==> src/rtl/hazard_ctrl.sv <==
// hazard_ctrl: stall/flush and next-PC control for the five-stage core.
// Handles load-use, branches, jumps, exceptions and data-memory waits.
module hazard_ctrl #(
  parameter int unsigned MEM_TIMEOUT = 15
) (
  input  logic        clk,
  input  logic        reset,
  input  logic        IDEX_MemRd,
  input  logic [4:0]  IDEX_Rt,
  input  logic [4:0]  IFID_Rs,
  input  logic [4:0]  IFID_Rt,
  input  logic        ID_Jump,
  input  logic        ID_Undef,
  input  logic        EX_BranchTaken,
  input  logic        irq,
  input  logic        kernel_mode,
  input  logic        mem_req,
  input  logic        mem_ready,
  output logic        stallPC,
  output logic        stallIFID,
  output logic        stallIDEX,
  output logic        stallEXMEM,
  output logic        flushIFID,
  output logic        flushIDEX,
  output logic        flushEXMEM,
  output logic [1:0]  pc_sel,
  output logic [1:0]  exc_cause,
  output logic [15:0] stall_cnt
);

  typedef enum logic [1:0] {
    RUN,
    MEMWAIT,
    EXC
  } state_t;

  localparam logic [7:0] TIMEOUT = MEM_TIMEOUT[7:0];

  state_t     state, stateNxt;
  logic [7:0] waitCnt, waitCntNxt;
  logic       loadUse, excReq, memWait;

  assign loadUse = IDEX_MemRd && (IDEX_Rt != 5'd0) &&
                   ((IDEX_Rt == IFID_Rs) || (IDEX_Rt == IFID_Rt));
  assign excReq  = (irq && !kernel_mode) || ID_Undef;
  assign memWait = mem_req && !mem_ready;

  always_comb begin
    stallPC    = 1'b0;
    stallIFID  = 1'b0;
    stallIDEX  = 1'b0;
    stallEXMEM = 1'b0;
    flushIFID  = 1'b0;
    flushIDEX  = 1'b0;
    flushEXMEM = 1'b0;
    pc_sel     = 2'b00;
    exc_cause  = 2'b00;
    stateNxt   = state;
    waitCntNxt = waitCnt;
    if (reset) begin
      flushIFID  = 1'b1;
      flushIDEX  = 1'b1;
      flushEXMEM = 1'b1;
      stateNxt   = RUN;
      waitCntNxt = 8'd0;
    end else begin
      unique case (state)
        RUN: begin
          if (excReq) begin
            flushIFID = 1'b1;
            flushIDEX = 1'b1;
            pc_sel    = 2'b11;
            exc_cause = (irq && !kernel_mode) ? 2'b01 : 2'b10;
            stateNxt  = EXC;
          end else if (memWait) begin
            stallPC    = 1'b1;
            stallIFID  = 1'b1;
            stallIDEX  = 1'b1;
            stallEXMEM = 1'b1;
            flushEXMEM = 1'b1;
            waitCntNxt = 8'd1;
            stateNxt   = MEMWAIT;
          end else if (EX_BranchTaken) begin
            flushIFID = 1'b1;
            flushIDEX = 1'b1;
            pc_sel    = 2'b01;
          end else if (loadUse) begin
            stallPC   = 1'b1;
            stallIFID = 1'b1;
            flushIDEX = 1'b1;
          end else if (ID_Jump) begin
            flushIFID = 1'b1;
            pc_sel    = 2'b10;
          end
        end
        MEMWAIT: begin
          if (!mem_ready && waitCnt == TIMEOUT) begin
            flushIFID  = 1'b1;
            flushIDEX  = 1'b1;
            flushEXMEM = 1'b1;
            pc_sel     = 2'b11;
            exc_cause  = 2'b11;
            stateNxt   = EXC;
          end else begin
            stallPC    = 1'b1;
            stallIFID  = 1'b1;
            stallIDEX  = 1'b1;
            stallEXMEM = 1'b1;
            flushEXMEM = 1'b1;
            if (mem_ready) stateNxt = RUN;
            else waitCntNxt = waitCnt + 8'd1;
          end
        end
        EXC: begin
          flushIFID = 1'b1;
          stateNxt  = RUN;
        end
        default: stateNxt = RUN;
      endcase
    end
  end

  always_ff @(posedge clk) begin
    state   <= stateNxt;
    waitCnt <= waitCntNxt;
    if (reset)
      stall_cnt <= 16'd0;
    else if (stallPC && stall_cnt != 16'hFFFF)
      stall_cnt <= stall_cnt + 16'd1;
  end

endmodule

==> config.mk <==
export PLATFORM = sky130hd
export DESIGN_NAME = hazard_ctrl
export DESIGN_NICKNAME = d
export VERILOG_FILES = /design/src/rtl/hazard_ctrl.sv
export SDC_FILE = /design/constraint.sdc
export NUM_CORES = 1
export LEC_CHECK = 0
export ABC_AREA = 1
export CORE_ASPECT_RATIO = 1.5
export CORE_UTILIZATION = 24
export CTS_CLUSTER_SIZE = 20
export DETAILED_ROUTE_END_ITERATION = 8
export GPL_ROUTABILITY_DRIVEN = 0
export PLACE_DENSITY_LB_ADDON = 0.1
export SYNTH_ARGS = -nofsm -noshare
export SYNTH_HDL_FRONTEND = slang
export SYNTH_SLANG_ARGS = --single-unit
==> constraint.sdc <==
create_clock -name clk -period 3.5 [get_ports clk]
set_input_delay 0.875 -clock clk [delete_from_list [all_inputs] [get_ports clk]]
set_output_delay 0.875 -clock clk [all_outputs]
set_load 0.05 [all_outputs]
# Word level (Yosys, flattened, before mapping)
# Index checks and enable logic that the tools add are counted.
# classes
addsub	2
n_eq_ne	12
mux	48
reduce_logical	15
# op_table
cell	n
two-way mux 8 bit	4
two-way mux 2 bit	14
two-way mux 1 bit	21
adder 16 x 1 -> 16 bit, second input constant	1
!= test 16 bit, second input constant	1
case mux 8 bit (2 select lines)	1
case mux 2 bit (2 select lines)	3
equality test 5 bit	2
adder 8 x 1 -> 8 bit, second input constant	1
equality test 8 x 4 -> 1 bit, second input constant	1
!= test 2 bit, second input constant	4
case mux 1 bit (2 select lines)	4
logical AND 1 bit	6
!= test 3 bit, second input constant	2
AND reduction 5 bit	1
nonzero test 5 bit	1
case mux 1 bit (3 select lines)	1
equality test 2 x 1 -> 1 bit, second input constant	1
equality test 2 bit, second input constant	1
zero test 1 bit	2
zero test 2 bit	1
logical OR 1 bit	2
AND reduction 2 bit	1
nonzero test 2 bit	1
# totals
ff_bits	26
inputBits	25
out_inout_bits	27
wordCells	80

# Depth between registers and ports, before layout
# depth
ltp_word	10
mapped_depth	12
ltp_nobuf	11

# Worst setup path before layout
# Ideal clock, no wire load.
# synth_timing
path_type	input-to-output
startpoint	in IFID_Rt[0]
endpoint	out pc_sel[1]
arrival_time_ns	2.233
required_ns	2.625
setup_slack_ns	0.392
stages	11
path_buffers	0
cell_sequence	nand2_1 -> clkinv_1 -> nor2_1 -> nor2_1 -> nand3_1 -> nand2_1 -> nand2_1 -> nand2_1 -> nor2_1 -> nand2_1 -> a21oi_1
# synth_between
elab_chain_cells	9
# synth_lines
element	line	rtl
start, declared	11	input logic [4:0] IFID_Rt,
equality test 5 bit	44	((IDEX_Rt == IFID_Rs) || (IDEX_Rt == IFID_Rt));
logical OR 1 bit	44	
logical AND 1 bit	43	assign loadUse = IDEX_MemRd && (IDEX_Rt != 5'd0) &&
two-way mux 2 bit	87	end else if (loadUse) begin
two-way mux 2 bit	83	end else if (EX_BranchTaken) begin
two-way mux 2 bit	75	end else if (memWait) begin
two-way mux 2 bit	69	if (excReq) begin
case mux 2 bit (2 select lines)	67	unique case (state)
two-way mux 2 bit	60	if (reset) begin
end, declared	26	output logic [1:0] pc_sel,
# No other way between the ends.

# Final worst setup path
# layout_timing
startpoint	in IDEX_Rt[0]
endpoint	out flushIFID
# layout_between
elab_chain_cells	9
word_cells_on_any_way	12
cone_classes	eq/ne: 2; mux: 6; reduce/logical: 4
# layout_lines
element	line	rtl
start, declared	9	input logic [4:0] IDEX_Rt,
equality test 5 bit / nonzero test 5 bit (equally long branches)	44, 43	
logical OR 1 bit / logical AND 1 bit (equally long branches)	44, 43	
logical AND 1 bit (*)	43	
two-way mux 1 bit (*)	87	
two-way mux 1 bit (*)	83	
two-way mux 1 bit (*)	75	
two-way mux 1 bit (*)	69	
case mux 1 bit (3 select lines) (*)	67	
two-way mux 1 bit (*)	60	
end, declared	23	output logic flushIFID,
# Mark *: on every way between the ends. The rest lies on a longest branch, timed or not.

==> results.py <==
metrics = {
    "cells_and_area": {
        "antenna_cells": 0,
        "nets": 373,
        "area_delta_synth_final_pct": 40.7,
        "drive_gt1_share_pct": 11.6,
        "fill_cells": 802,
        "final_area_mm2": 0.00259,
        "final_util_pct": 35.3,
    },
    "drt": {
        "drtPass1Iterations": 4,
        "wire_per_inst_um": 11.4,
        "vias": 1958,
        "ant_nets": 0,
        "drtIter0Drc": 89,
        "routed_wl_um": 5060,
        "drcViolationCount": 0,
        "avgViaCountPerCell": 4.40,
    },
    "clock_network": {
        "cts_hold_buf": 0,
        "clkLatencyLatePin_ns": 0.27,
        "post_cts_buffers": 0,
        "cts_buffers": 3,
        "ctsResizeCount": 0,
        "clockBufferDepth": 2,
        "htreeDepth": 1,
        "tritoncts": "built",
        "clkSinkCount": 26,
        "cts_root_buf": "clkbuf_8",
        "cts.clk_slew.worst_paths_ns": 0.10,
    },
    "critical_path": {
        "crit_path_start_kind": "input port",
        "path_max_fanout": 4,
        "critPathRequiredTime_ns": 2.62,
        "cp_data_arrival_time_ns": 2.41,
        "end_kind": "primary output",
        "reg2reg_depth": 9,
        "path_class": "in -> out",
    },
    "yosys": {
        "yosysTopAreaCell": "dfxtp_1",
        "synth_edf_count": 0,
        "synth_area_mm2": 0.00184,
        "synth_seq_cells": 26,
        "seq_area_frac_synth_pct": 28.3,
        "avgSynthCellArea_um2": 6.19,
        "synth_top_area_share_pct": 28.3,
        "yosysWarnings": 0,
        "synth.area.top_cells": "dfxtp_1, nand2_1, nand3_1",
        "async_flop_share_pct": 0,
        "synth-main-ff-cell": "dfxtp_1",
        "synthCells": 297,
        "yosys.cell_types.count": 29,
        "syn_nets": 324,
    },
    "grt": {
        "grt_use_total_pct": 13.4,
        "grt_max_degree": 20,
        "grt_pass1_wl_um": 8560,
        "grt_pass1_vias": 1869,
        "antenna_found_initial": 0,
        "grt_overflow": 0,
    },
    "floorplan": {
        "fp.dieH_um": 109,
        "pin_count": 52,
        "start_util_pct": 25.1,
        "die_w_um": 73.5,
        "core_mm2": 0.00732,
        "rows": 38,
        "die_area_mm2": 0.00802,
    },
    "sta": {
        "max_freq_mhz": 305,
        "slew_violations": 0,
        "worstMarginPinSlew_ns": 0.495,
        "period_minus_slack_ns": 3.28,
        "rsz0062_at_grt": "no",
        "holdWs_ns": 0.475,
        "tns_ns": 0,
        "finalCritPeriodShare_pct": 93.8,
        "setup_slack_ns": 0.218,
        "finalSetupViolCount": 0,
        "finClkSkew_ns": 0.00297,
        "slew_headroom_pct": 66.9,
        "finalHoldViolCount": 0,
    },
    "power_and_ir_drop": {
        "powerDensity_mw_per_mm2": 263,
        "ir_drop_mv": 0.141,
        "p_leak_uw": 0.00105,
    },
    "hold_path": {
        "hold_class": "reg -> reg",
        "min_path_cells": 2,
    },
    "placement": {
        "dpl.hpwl_um": 4000,
        "place_ws_ns": 0.134,
        "placed_area_mm2": 0.00252,
        "portBuffers": 51,
    },
    "flow_run": {
        "maxCapViolCount": 0,
    },
    "run_status": {
        "status": "complete, no violations",
    },
}
[per-stage QoR]
| stage | total power, µW | std cells |
|---|---|---|
| 2_1_floorplan | 402 | 297 |
| 3_3_place_gp | 485 | 441 |
| 3_5_place_dp | 485 | 441 |
| 4_1_cts | 693 | 445 |
| 5_1_grt | 718 | 445 |
| 6_report | 681 | 445 |
[critical path, cell delays in order]
cell and delay (ns):
clkdlybuf4s50_1 0.53, nor2_1 0.07, nor2_1 0.10, nor2_1 0.05, nand3_1 0.06, nand2_1 0.06, nand2_1 0.08, nand2_1 0.06
nor2_1 0.12, nor2_1 0.07, a21oi_2 0.19, buf_12 0.16
[final cells by class]
cell class                 instances  area (µm²)  area share, %
inverter                          40         150           5.80
sequential                        26         520           20.1
timing repair buffer              55         626           24.2
tap                              100         125           4.84
multi-input combinational        220        1110           42.9
clock buffer                       4        55.1           2.13
[registers in the layout (all words and copies together), names as in the netlist]
name	flops
waitCnt	8
stall_cnt	16
state	2
[kinds of logic after synthesis]
kind of cell / after synthesis / share of synthesized area (%)
AOI/OAI and AO/OA: 37 / 10.9
adders and majority gates: 2 / 1.36
and+or+nand+nor: 164 / 39.7
xor gates and xnor gates: 17 / 8.10
DFF: 26 / 28.3
buffers and inverters: 51 / 11.7
[cell usage in the layout, fill, tap and decap left out, drive strengths merged]
| master | synthesis | final |
|---|---|---|
| a22oi | 1 | 1 |
| clkdlybuf4s50 | 0 | 40 |
| nor3 | 5 | 5 |
| dfxtp | 26 | 26 |
| buf | 8 | 15 |
| o211ai | 1 | 1 |
| nor2 | 39 | 39 |
| o21ai | 7 | 7 |
| clkinv | 1 | 1 |
| a31oi | 3 | 3 |
| xor2 | 8 | 8 |
| ha | 2 | 2 |
| nand2 | 79 | 79 |
| nand4 | 7 | 7 |
| clkbuf | 3 | 4 |
| xnor2 | 9 | 9 |
| a21boi | 1 | 1 |
| nand3 | 34 | 34 |
| a21oi | 24 | 24 |
| inv | 39 | 39 |
[cells in the mapped netlist (3+ instances only)]
library cell / number
nor2_1: 36
nand3_1: 34
inv_2: 10
a21oi_1: 23
nor3_1: 5
inv_1: 29
nand2_1: 75
buf_2: 4
a31oi_1: 3
dfxtp_1: 26
clkbuf_1: 3
buf_4: 3
xor2_1: 8
xnor2_1: 9
o21ai_1: 6
nand4_1: 6
[worst paths after layout]
kind	start	slack, ns	to
worst max register to register	stall_cnt[0]	1.40	stall_cnt[5]
worst min register to register	waitCnt[2]	0.48	waitCnt[2]
worst min-delay path	waitCnt[2]	0.48	waitCnt[2]
worst max-delay path	IDEX_Rt[0]	0.22	flushIFID
[routing by layer]
layer / part of all wire [%] / global-route usage (%)
met5: 0 / 0
met4: 0.89 / 3.16
met3: 1.8 / 1.39
met2: 55 / 25.9
met1: 43 / 15.4
[report_power, final]
part	internal (µW)	switching, µW
registers	299	3.83
logic	77.9	97.4
clock network	101	102
total	477	203
No activity file was read; power rests on OpenSTA's default activity.
